$ cat config.mk
export PLATFORM = sky130hd
export DESIGN_NAME = mem_interface
export DESIGN_NICKNAME = d
export VERILOG_FILES = /design/src/rtl/mem_interface.sv
export SDC_FILE = /design/constraint.sdc
export NUM_CORES = 1
export LEC_CHECK = 0
export BUFFER_PORTS_ARGS = -buffer_cell sky130_fd_sc_hd__buf_2
export CORE_ASPECT_RATIO = 0.9
export CORE_MARGIN = 4
export CORE_UTILIZATION = 50
export DETAILED_ROUTE_END_ITERATION = 6
export GPL_TIMING_DRIVEN = 0
export PLACE_DENSITY = 0.86
export SLEW_MARGIN = 0
export SYNTH_ARGS = -nofsm -noshare
export SYNTH_HDL_FRONTEND = slang
export SYNTH_SLANG_ARGS = --single-unit
$ cat constraint.sdc
create_clock -name clk -period 7 [get_ports clk]
set_clock_uncertainty 0.1 [all_clocks]
set_input_delay 0.35 -clock clk [delete_from_list [all_inputs] [get_ports clk]]
set_output_delay 0.35 -clock clk [all_outputs]
set_load 0.05 [all_outputs]
$ cat src/rtl/mem_interface.sv
// rtl/mem_interface.sv - multi-cycle CPU memory port: request capture, ack handshake, IR/MDR load
// Optional MEM_TIMEOUT_EN adds a WAIT_ACK watchdog that aborts after TIMEOUT cycles with busErr.
module mem_interface #(
    parameter int TIMEOUT = 15
) (
    input  logic        clk,
    input  logic        reset,
    input  logic        MemRead,
    input  logic        MemWrite,
    input  logic        IorD,
    input  logic        IRWrite,
    input  logic [31:0] pc,
    input  logic [31:0] aluOut,
    input  logic [31:0] writeData,
    output logic [31:0] memAddr,
    output logic [31:0] memWData,
    output logic        memRd,
    output logic        memWr,
    input  logic        memAck,
    input  logic [31:0] memRData,
    output logic [31:0] instr,
    output logic [5:0]  opCode,
    output logic [31:0] mdr,
    output logic        memReady,
    output logic        busErr
);

    typedef enum logic [2:0] {
        IDLE,
        READ,
        WRITE,
        WAIT_ACK,
        DONE
    } state_t;

    state_t state;
    logic   isRead;
    logic   capIr;

    if (TIMEOUT < 1) begin : gBadTimeout
        $error("mem_interface: TIMEOUT must be at least 1");
    end

`ifdef MEM_TIMEOUT_EN
    localparam int CNT_W = $clog2(TIMEOUT + 1);
    logic [CNT_W-1:0] waitCnt;
`endif

    assign opCode = instr[31:26];

    always_ff @(posedge clk or posedge reset) begin
        if (reset) begin
            state    <= IDLE;
            isRead   <= 1'b0;
            capIr    <= 1'b0;
            memAddr  <= '0;
            memWData <= '0;
            memRd    <= 1'b0;
            memWr    <= 1'b0;
            instr    <= '0;
            mdr      <= '0;
            memReady <= 1'b0;
            busErr   <= 1'b0;
`ifdef MEM_TIMEOUT_EN
            waitCnt  <= '0;
`endif
        end else begin
            memReady <= 1'b0;
            busErr   <= 1'b0;
            case (state)
                IDLE: begin
                    // Simultaneous read and write is a Control bug: flag it, touch nothing.
                    if (MemRead && MemWrite) begin
                        busErr <= 1'b1;
                    end else if (MemRead || MemWrite) begin
                        memAddr  <= IorD ? aluOut : pc;
                        memWData <= writeData;
                        capIr    <= IRWrite;
                        isRead   <= MemRead;
                        memRd    <= MemRead;
                        memWr    <= MemWrite;
                        state    <= MemRead ? READ : WRITE;
                    end
                end
                READ, WRITE: begin
                    state <= WAIT_ACK;
`ifdef MEM_TIMEOUT_EN
                    waitCnt <= '0;
`endif
                end
                WAIT_ACK: begin
                    if (memAck) begin
                        memRd    <= 1'b0;
                        memWr    <= 1'b0;
                        memReady <= 1'b1;
                        state    <= DONE;
                        if (isRead) begin
                            mdr <= memRData;
                            if (capIr) begin
                                instr <= memRData;
                            end
                        end
`ifdef MEM_TIMEOUT_EN
                    end else if (waitCnt == CNT_W'(TIMEOUT - 1)) begin
                        // Abort: complete the handshake toward Control but leave mdr/instr alone.
                        waitCnt  <= waitCnt + 1'b1;
                        memRd    <= 1'b0;
                        memWr    <= 1'b0;
                        memReady <= 1'b1;
                        busErr   <= 1'b1;
                        state    <= DONE;
                    end else begin
                        waitCnt <= waitCnt + 1'b1;
`endif
                    end
                end
                DONE: begin
                    state <= IDLE;
                end
                default: begin
                    state <= IDLE;
                end
            endcase
        end
    end

endmodule

==> qor.yml, run 1 <==
outcome:
  run_status: "finished, final reports clean"
critical_path:
  slowest_stage: "nor4b_4"
  r2r_slack_ns: 5.01
  crit_type: "flop to flop"
  ff2ff_path_depth: 4
  worstPathArrival_ns: 2.18
  cp-start-kind: "flop"
  worstSetupEndpointType: "flop"
  r2r_end: "memWData[2]$_DFFE_PP0P_"
  max_stage_delay_ns: 0.57
  critPathBufInv: 2
  crit_family: "simple AND/OR/NAND/NOR gates"
  cp_data_required_time_ns: 7.19
  timing.rr.start: "state[1]$_DFFE_PP0P_"
  crit_path_frequent_cell: "buf_2"
  crit_chain: "buf_2, nor4b_4, buf_2, mux2_1"
  cp_max_fo: 10
grt:
  grt_pass1_vias: 4509
  use_met2_pct: 44.0
  use_met1_pct: 24.4
  busiest_layer: "met2"
  grt_overflow: 0
  grt_pass1_wl_mm: 23.2
  grt_usage_pct: 23.3
  antenna_found_initial: 0
  grt_use_met3_pct: 8.51
  grt_max_degree: 84
logic_synthesis:
  synth_area_per_cell_um2: 14.6
  ys_warn_count: 0
  ys_seq_area_share_pct: 60.7
  synth_cell_types: 25
  synth-seq-cells: 137
  syn_nets: 523
  syn_area_um2: 5640
  syn_inst: 386
floorplanning:
  die_x_um: 120
  die_y_um: 109
  coreArea_um2: 10900
  ios: 273
  die_area_um2: 13100
  start_util_pct: 51.6
  rows: 36
detailed_routing:
  drt_iter0_markers: 221
  via_per_inst: 5.05
  num_vias: 4256
  wl_mm: 15.3
  ant_nets: 0
  post-route-drc-count: 0
  drt_pass1_iterations: 4
  avgRoutedWirePerCell_um: 18.1
timing:
  rsz0062_at_grt: "false"
  slew_headroom_pct: 47.3
  drv_slew: 0
  layout_setup_ws_ns: 5.01
  worst_slew_pin_slew_ns: 0.791
  fin_setup_tns_ns: 0
  setup_viol_count_final: 0
  clock.fmax_mhz: 503
  hold_violations: 0
  finalCritPeriodShare_pct: 28.4
  period_needed_ns: 1.99
cells_and_area:
  area_delta_synth_final_pct: 39.2
  layout-drive-gt1-share_pct: 61.3
  layout_commonest_cell: "buf_2"
  final_cell_mix: "buf_2 (278), dfrtp_1 (137), mux2_2 (65), nor2_1 (33)"
  nets: 815
clocking:
  cts_buffers: 17
  clock_latency_ns: 0.41
  root_buffer: "clkbuf_16"
  clk_path_buf_depth: 2
  cts_tree: "built"
  cts.sinks: 137
  cts_htree_levels: 4
  path_clk_slew_ns: 0.06
min_path:
  min-delay-start: "writeData[1]"
  hold_end: "memWData[1]$_DFFE_PP0P_"
  worstHoldPathCells: 2
  worstHoldPathType: "primary input to flop"
placement:
  place_congestion: 0.786
  post-place-ws_ns: 4.76
  dp_hpwl_mm: 11.8
  port_buffers: 271
flow_run:
  max_cap_violations: 0
## synthesized netlist by cell type, drive strengths merged
cell type	instances	area share [%]
a21oi	32	2.8
a221o	2	0.35
and4b	2	0.35
a311oi	2	0.31
ha	2	0.44
or2	1	0.11
mux2	98	22
dfrtp	137	61
and3	2	0.22
a21boi	2	0.27
nor4	1	0.11
nand2	1	0.066
mux2i	32	5.7
a211oi	1	0.13
nor4b	2	0.58
nor2	33	2.2
nor2b	1	0.11
buf	25	3.3
clkbuf	5	0.33
inv	5	0.33
## cells by family after synthesis
group	synth area share [%]
buffers and inverters	3.95
flip-flops	60.7
AO/OA/AOI/OAI	3.90
AND/OR/NAND/NOR	3.75
multiplexers	27.2
adder cells (fa/ha/maj)	0.443
## how the worst max path moves through the flow
stage,to,slack [ns],start,cells past startpoint
floorplan,busErr$_DFF_PP0_,2.88,reset,1
global placement,instr[24]$_DFFE_PP0P_,1.66,reset,2
detailed placement,memWData[2]$_DFFE_PP0P_,4.76,MemRead,6
CTS,memWData[31]$_DFFE_PP0P_,5.00,state[1]$_DFFE_PP0P_,4
global route,memWData[31]$_DFFE_PP0P_,4.95,state[1]$_DFFE_PP0P_,4
finish,memWData[2]$_DFFE_PP0P_,5.01,state[1]$_DFFE_PP0P_,4
## through the flow
| step | cells | instance area (um2) | hold slack (ns) | utilization [%] |
|---|---|---|---|---|
| finish | 843 | 7860 | 0.0566 | 71.8 |
| global route | 842 | 7850 | 0.0522 | 71.8 |
| CTS | 842 | 7850 | 0.0435 | 71.8 |
| detailed placement | 810 | 7220 | 0.331 | 66.0 |
| global placement | 809 | 7190 | 0.368 | 65.7 |
| floorplan | 386 | 5640 | 0.352 | - |
## routing by layer
| metal | up-vias | part of all wire, % |
|---|---|---|
| li1 | 1932 | - |
| met4 | 0 | 0.86 |
| met2 | 175 | 56 |
| met3 | 14 | 8.0 |
| met5 | - | 0 |
| met1 | 2135 | 35 |
## sequential cells by signal, indices dropped and copies added, names as in the netlist
| register | cells |
|---|---|
| instr | 32 |
| mdr | 32 |
| memAddr | 32 |
| memWData | 32 |
| state | 3 |
| busErr | 1 |
| capIr | 1 |
| isRead | 1 |
| memRd | 1 |
| memReady | 1 |
| memWr | 1 |
## layout make-up
type | count | area [um2]
Fill cell | 760 | 3090
Clock buffer | 23 | 478
Clock inverter | 8 | 143
Multi-Input combinational cell | 214 | 1990
Tap cell | 152 | 190
Timing Repair Buffer | 273 | 1390
Sequential cell | 137 | 3430
Buffer | 30 | 204
Inverter | 5 | 23.8
Antenna cell | 1 | 2.50
## timing repair
| action | in CTS | in global routing |
|---|---|---|
| endpoints found under the hold margin | 54 | 0 |
| endpoints found under the setup margin | 0 | 0 |
| setup buffers | 0 | 0 |
| hold buffers | 1 | 0 |
| resized for setup | 0 | 0 |
Power of run 1 is left out: the tool's default activity adds up to more than one toggle a clock period on the data nets, which glitch-free logic cannot reach.
==> run 2, diff against run 1 <==
--- a/config.mk
+++ b/config.mk
@@ -8,10 +8,10 @@
 export BUFFER_PORTS_ARGS = -buffer_cell sky130_fd_sc_hd__buf_2
 export CORE_ASPECT_RATIO = 0.9
 export CORE_MARGIN = 4
-export CORE_UTILIZATION = 50
+export CORE_UTILIZATION = 42
 export DETAILED_ROUTE_END_ITERATION = 6
 export GPL_TIMING_DRIVEN = 0
-export PLACE_DENSITY = 0.86
+export PLACE_DENSITY = 0.77
 export SLEW_MARGIN = 0
 export SYNTH_ARGS = -nofsm -noshare
 export SYNTH_HDL_FRONTEND = slang
==> constraint.sdc (replaced) <==
create_clock -name clk -period 1.83 [get_ports clk]
set_clock_uncertainty 0.1 [all_clocks]
set_input_delay 0.0915 -clock clk [delete_from_list [all_inputs] [get_ports clk]]
set_output_delay 0.0915 -clock clk [all_outputs]
set_load 0.05 [all_outputs]
==> qor.yml, run 2 (synthesized netlist as in run 1, its figures left out) <==
floorplanning:
  start_util_pct: 43.6
  ios: 273
  die_y_um: 118
  coreArea_um2: 12900
  rows: 39
  die_x_um: 130
  die_area_um2: 15400
detailed_routing:
  post-route-drc-count: 0
  drt_iter0_markers: 274
  ant_nets: 0
  drt_pass1_iterations: 5
  avgRoutedWirePerCell_um: 19.0
  via_per_inst: 4.99
  num_vias: 4998
  wl_mm: 19.1
min_path:
  min-delay-start: "MemWrite"
  worstHoldPathCells: 3
  hold_end: "busErr$_DFF_PP0_"
  worstHoldPathType: "primary input to flop"
critical_path:
  slowest_stage: "dfrtp_1"
  cp_data_required_time_ns: 2.03
  crit_chain: "buf_6, and4b_2, and3_4, buf_12, clkbuf_16, mux2_4"
  crit_family: "simple AND/OR/NAND/NOR gates"
  max_stage_delay_ns: 0.37
  ff2ff_path_depth: 6
  r2r_end: "instr[22]$_DFFE_PP0P_"
  cp-start-kind: "flop"
  critPathBufInv: 3
  worstSetupEndpointType: "flop"
  crit_start: "state[2]$_DFFE_PP0P_"
  r2r_slack_ns: 0.02
  cp_max_fo: 8
  crit_type: "flop to flop"
  worstPathArrival_ns: 2.01
  timing.rr.start: "state[2]$_DFFE_PP0P_"
timing:
  worst_slew_pin_slew_ns: 0.860
  slew_headroom_pct: 42.6
  rsz0062_at_grt: "true"
  finalCritPeriodShare_pct: 99.1
  period_needed_ns: 1.81
  setup_viol_count_final: 0
  hold_slack_ns: 0.0808
  drv_slew: 0
  clock.fmax_mhz: 551
  hold_violations: 0
pwr:
  power_uw: 19200
  vdd_drop_max_mv: 1.49
  pwr_density_cell_nw_per_um2: 2040
  total_leakage_power_uw: 0.00466
clocking:
  clk_path_buf_depth: 2
  cts_buffers: 17
  cts.sinks: 137
  clock_latency_ns: 0.41
  root_buffer: "clkbuf_16"
  cts_tree: "built"
  cts_htree_levels: 4
  path_clk_slew_ns: 0.06
cells_and_area:
  final_cell_mix: "buf_2 (273), dfrtp_1 (137), dlygate4sd3_1 (134), mux2_2 (65), nor2_1 (33)"
  stdcell_count: 1002
  nets: 960
  area_delta_synth_final_pct: 66.2
  nFillCells: 773
  regArea_um2: 3430
  multi_input_area_um2: 2000
  layout-drive-gt1-share_pct: 52.8
  layout_commonest_cell: "buf_2"
grt:
  grt_usage_pct: 24.5
  grt_pass1_wl_mm: 29.2
  grt_max_degree: 43
  grt_pass1_vias: 5556
  antenna_found_initial: 4
  grt_overflow: 0
placement:
  post-place-cells: 824
  port_buffers: 271
  place_congestion: 0.800
  dp_hpwl_mm: 11.2
outcome:
  run_status: "finished, final reports clean"
flow_run:
  max_cap_violations: 0
## run 2: changes by cell type in the layout (fill, tap and decap cells not counted), moves of 3 or more
cell / previous run / this run
buf_12: 0 / 7
bufinv_16: 4 / 1
clkinvlp_4: 1 / 4
clkbuf_16: 17 / 20
dlygate4sd3_1: 1 / 134
buf_2: 278 / 273
buf_4: 14 / 19
## run 2: worst reg2reg max path, cell delays in order (launching register included)
cell and delay, ns:
dfrtp_1 0.37, buf_6 0.12, and4b_2 0.31, and3_4 0.20
buf_12 0.14, clkbuf_16 0.16, mux2_4 0.30
## run 2: cell type report
class / count / share of cell area (%)
diodes: 2 / 0.0533
plain buffers: 30 / 2.91
clock buffers: 22 / 4.95
clock inverters: 10 / 1.00
inverters: 5 / 0.240
multi-input cells: 214 / 21.3
flip-flops and latches: 137 / 36.5
well taps: 164 / 2.19
repair buffers: 418 / 30.8
## run 2: worst max-delay path by stage
stage / end / slack [ns] / depth (start not counted)
global placement: memWData[13]$_DFFE_PP0P_ / -0.86 / 2
global route: instr[10]$_DFFE_PP0P_ / -0.05 / 6
floorplan: busErr$_DFF_PP0_ / -0.07 / 1
finish: instr[22]$_DFFE_PP0P_ / 0.02 / 6
detailed placement: memWData[0]$_DFFE_PP0P_ / -0.28 / 4
CTS: instr[7]$_DFFE_PP0P_ / -0.04 / 6
## run 2: per-stage QoR
step / TNS [ns] / cell area [um2] / utilization (%) / worst slack [ns]
after floorplan: -9.40 / 5650 / - / -0.0686
after global placement: -128.24 / 7210 / 55.8 / -0.857
after detailed placement: -17.12 / 7270 / 56.2 / -0.284
after CTS: -0.753 / 9190 / 71.1 / -0.0359
after global routing: -0.999 / 9380 / 72.6 / -0.0477
final: 0 / 9380 / 72.6 / 0.0156
## run 2: repair_timing
action                                  4_1_cts  5_1_grt
buffers inserted                              2        5
resized for setup                             3       26
endpoints found under the hold margin       161        0
endpoints found under the setup margin      126      105
gates cloned                                  0        3
hold buffers                                134        0
pin swaps                                     1        0
## run 2: report_power, final
part	internal [uW]	total [uW]	switching (uW)
Combinational	3110	10500	7400
Sequential	4530	5430	896
Clock	1940	3240	1300
## run 2: routing by layer
layer	GRT usage, %	vias to the layer above	wire [um]
met4	9.81	4	485
met1	26.9	2438	6810
met3	8.12	43	1800
li1	-	2234	-
met5	0	-	27
met2	43.0	279	9940
(Power assumes the default switching activity.)
==> run 3, diff against run 2 <==
--- a/config.mk
+++ b/config.mk
@@ -8,10 +8,10 @@
 export BUFFER_PORTS_ARGS = -buffer_cell sky130_fd_sc_hd__buf_2
 export CORE_ASPECT_RATIO = 0.9
 export CORE_MARGIN = 4
-export CORE_UTILIZATION = 42
+export CORE_UTILIZATION = 41
 export DETAILED_ROUTE_END_ITERATION = 6
 export GPL_TIMING_DRIVEN = 0
-export PLACE_DENSITY = 0.77
+export PLACE_DENSITY = 0.75
 export SLEW_MARGIN = 0
 export SYNTH_ARGS = -nofsm -noshare
 export SYNTH_HDL_FRONTEND = slang
==> qor.yml, run 3 (synthesized netlist as in run 1, its figures left out) <==
timing:
  rsz0062_at_grt: "true"
  period_needed_ns: 1.84
  layout_setup_ws_ns: -0.0142
  setup_viol_count_final: 11
  finalCritPeriodShare_pct: 101
  fin_setup_tns_ns: -0.102
  drv_slew: 0
  slew_headroom_pct: 49.7
  hold_violations: 0
  clock.fmax_mhz: 542
  worst_slew_pin_slew_ns: 0.755
pwr:
  total_leakage_power_uw: 0.00466
  vdd_drop_max_mv: 1.43
  pwr-share-clk_pct: 17.0
  pwr_density_cell_nw_per_um2: 2040
  pwr-share-comb_pct: 54.7
  switching_power_uw: 9480
  intPower_uw: 9620
  seqPwrFrac_pct: 28.2
  p_sw_share_pct: 49.6
floorplanning:
  die_y_um: 119
  ios: 273
  rows: 40
  die_area_um2: 15700
  die_x_um: 132
  start_util_pct: 42.1
  coreArea_um2: 13400
cells_and_area:
  nFillCells: 881
  area_delta_synth_final_pct: 66.0
  layout-drive-gt1-share_pct: 52.8
  diodes: 0
  nets: 960
  final_cell_mix: "buf_2 (274), dfrtp_1 (137), dlygate4sd3_1 (134), mux2_2 (65), nor2_1 (33)"
  layout_commonest_cell: "buf_2"
placement:
  port_buffers: 271
  place_congestion: 0.812
  post-place-ws_ns: -0.293
  dp_hpwl_mm: 11.2
critical_path:
  timing.rr.start: "state[2]$_DFFE_PP0P_"
  worstSetupEndpointType: "flop"
  cp_max_fo: 8
  crit_chain: "buf_6, and4b_2, and3_4, buf_12, clkbuf_16, mux2_4"
  max_stage_delay_ns: 0.37
  crit_type: "flop to flop"
  r2r_end: "instr[7]$_DFFE_PP0P_"
  ff2ff_path_depth: 6
  cp-start-kind: "flop"
  crit_start: "state[2]$_DFFE_PP0P_"
  crit_end: "instr[7]$_DFFE_PP0P_"
  r2r_slack_ns: -0.01
  cp_data_required_time_ns: 2.03
  worstPathArrival_ns: 2.04
  slowest_stage: "dfrtp_1"
grt:
  grt_usage_pct: 23.2
  antenna_found_initial: 0
  grt_pass1_wl_mm: 29.0
  grt_overflow: 0
  grt_pass1_vias: 5515
  grt_max_degree: 43
clocking:
  cts_htree_levels: 4
  clk_path_buf_depth: 2
  cts.sinks: 137
  path_clk_slew_ns: 0.06
  root_buffer: "clkbuf_16"
  clock_latency_ns: 0.40
  cts_buffers: 17
  cts_tree: "built"
detailed_routing:
  ant_nets: 0
  drt_iter0_markers: 232
  avgRoutedWirePerCell_um: 18.0
  via_per_inst: 4.93
  post-route-drc-count: 0
  wl_mm: 18.1
  drt_pass1_iterations: 4
  num_vias: 4945
min_path:
  worstHoldPathType: "primary input to flop"
flow_run:
  max_cap_violations: 0
outcome:
  violations: "negative setup slack"
  run_status: "complete, but fails checks"
==> run 3: cell count changes in the layout (fill, tap and decap cells not counted), sizes merged <==
cell      previous run  this run
clkinvlp             4         5
bufinv               1         2
diode                2         0
buf                305       304
clkbuf              31        29
==> run 3: through the flow <==
step / power [uW] / hold WS [ns] / area, um2 / instances / utilization (%)
after floorplan: 12900 / 0.0932 / 5650 / 386 / -
after global placement: 15100 / 0.208 / 7210 / 825 / 53.8
after detailed placement: 15300 / 0.0595 / 7270 / 828 / 54.2
after CTS: 19000 / 0.0374 / 9230 / 996 / 68.8
after global routing: 19900 / 0.0799 / 9370 / 1003 / 69.9
final: 19100 / 0.0766 / 9370 / 1003 / 69.9
==> run 3: cell type report <==
cell class / count / area [um2] / area share (%)
multi-input cells: 214 / 2000 / 21.4
clock buffers: 19 / 433 / 4.62
repair buffers: 418 / 2890 / 30.8
well taps: 168 / 210 / 2.24
flip-flops and latches: 137 / 3430 / 36.6
clock inverters: 12 / 128 / 1.36
plain buffers: 30 / 259 / 2.76
inverters: 5 / 22.5 / 0.240
==> run 3: worst min-delay path by stage <==
stage / from / end / slack (ns) / cells after the start
floorplan: MemRead / state[1]$_DFFE_PP0P_ / 0.09 / 1
global placement: writeData[2] / memWData[2]$_DFFE_PP0P_ / 0.21 / 2
detailed placement: reset / state[2]$_DFFE_PP0P_ / 0.06 / 2
CTS: MemWrite / busErr$_DFF_PP0_ / 0.04 / 3
global route: MemWrite / busErr$_DFF_PP0_ / 0.08 / 3
finish: MemWrite / busErr$_DFF_PP0_ / 0.08 / 3
==> run 3: worst max-delay path, delay by kind of cell, from the launching register on <==
| family | cells | cell delay (ns) |
|---|---|---|
| flip-flops | 1 | 0.37 |
| AND/OR/NAND/NOR | 2 | 0.53 |
| buffers and inverters | 3 | 0.44 |
| multiplexers | 1 | 0.30 |
==> run 3: power groups by stage <==
| stage | clock network (uW) | logic [uW] | registers (uW) |
|---|---|---|---|
| after floorplan | 0 | 2570 | 10300 |
| after global placement | 0 | 9820 | 5290 |
| after detailed placement | 0 | 9970 | 5350 |
| after CTS | 3330 | 10300 | 5340 |
| after global routing | 3460 | 10900 | 5560 |
| final | 3260 | 10500 | 5390 |
==> run 3: per-layer routing <==
layer  vias to the layer above  share of wire [%]  global-route usage (%)
met5                         -                  0                       0
met4                         0                2.2                    7.94
met3                        37                8.0                    8.74
met2                       243                 52                    41.3
met1                      2437                 38                    25.5
li1                       2228                  -                       -
==> run 3: timing repair <==
action                                 in CTS  in global routing
hold buffers                              134                  0
cloned                                      0                  3
resized for setup                           9                 13
setup endpoints to repair                 125                 80
pin swaps                                   2                  1
buffers inserted                            3                  4
endpoints found under the hold margin     190                  0
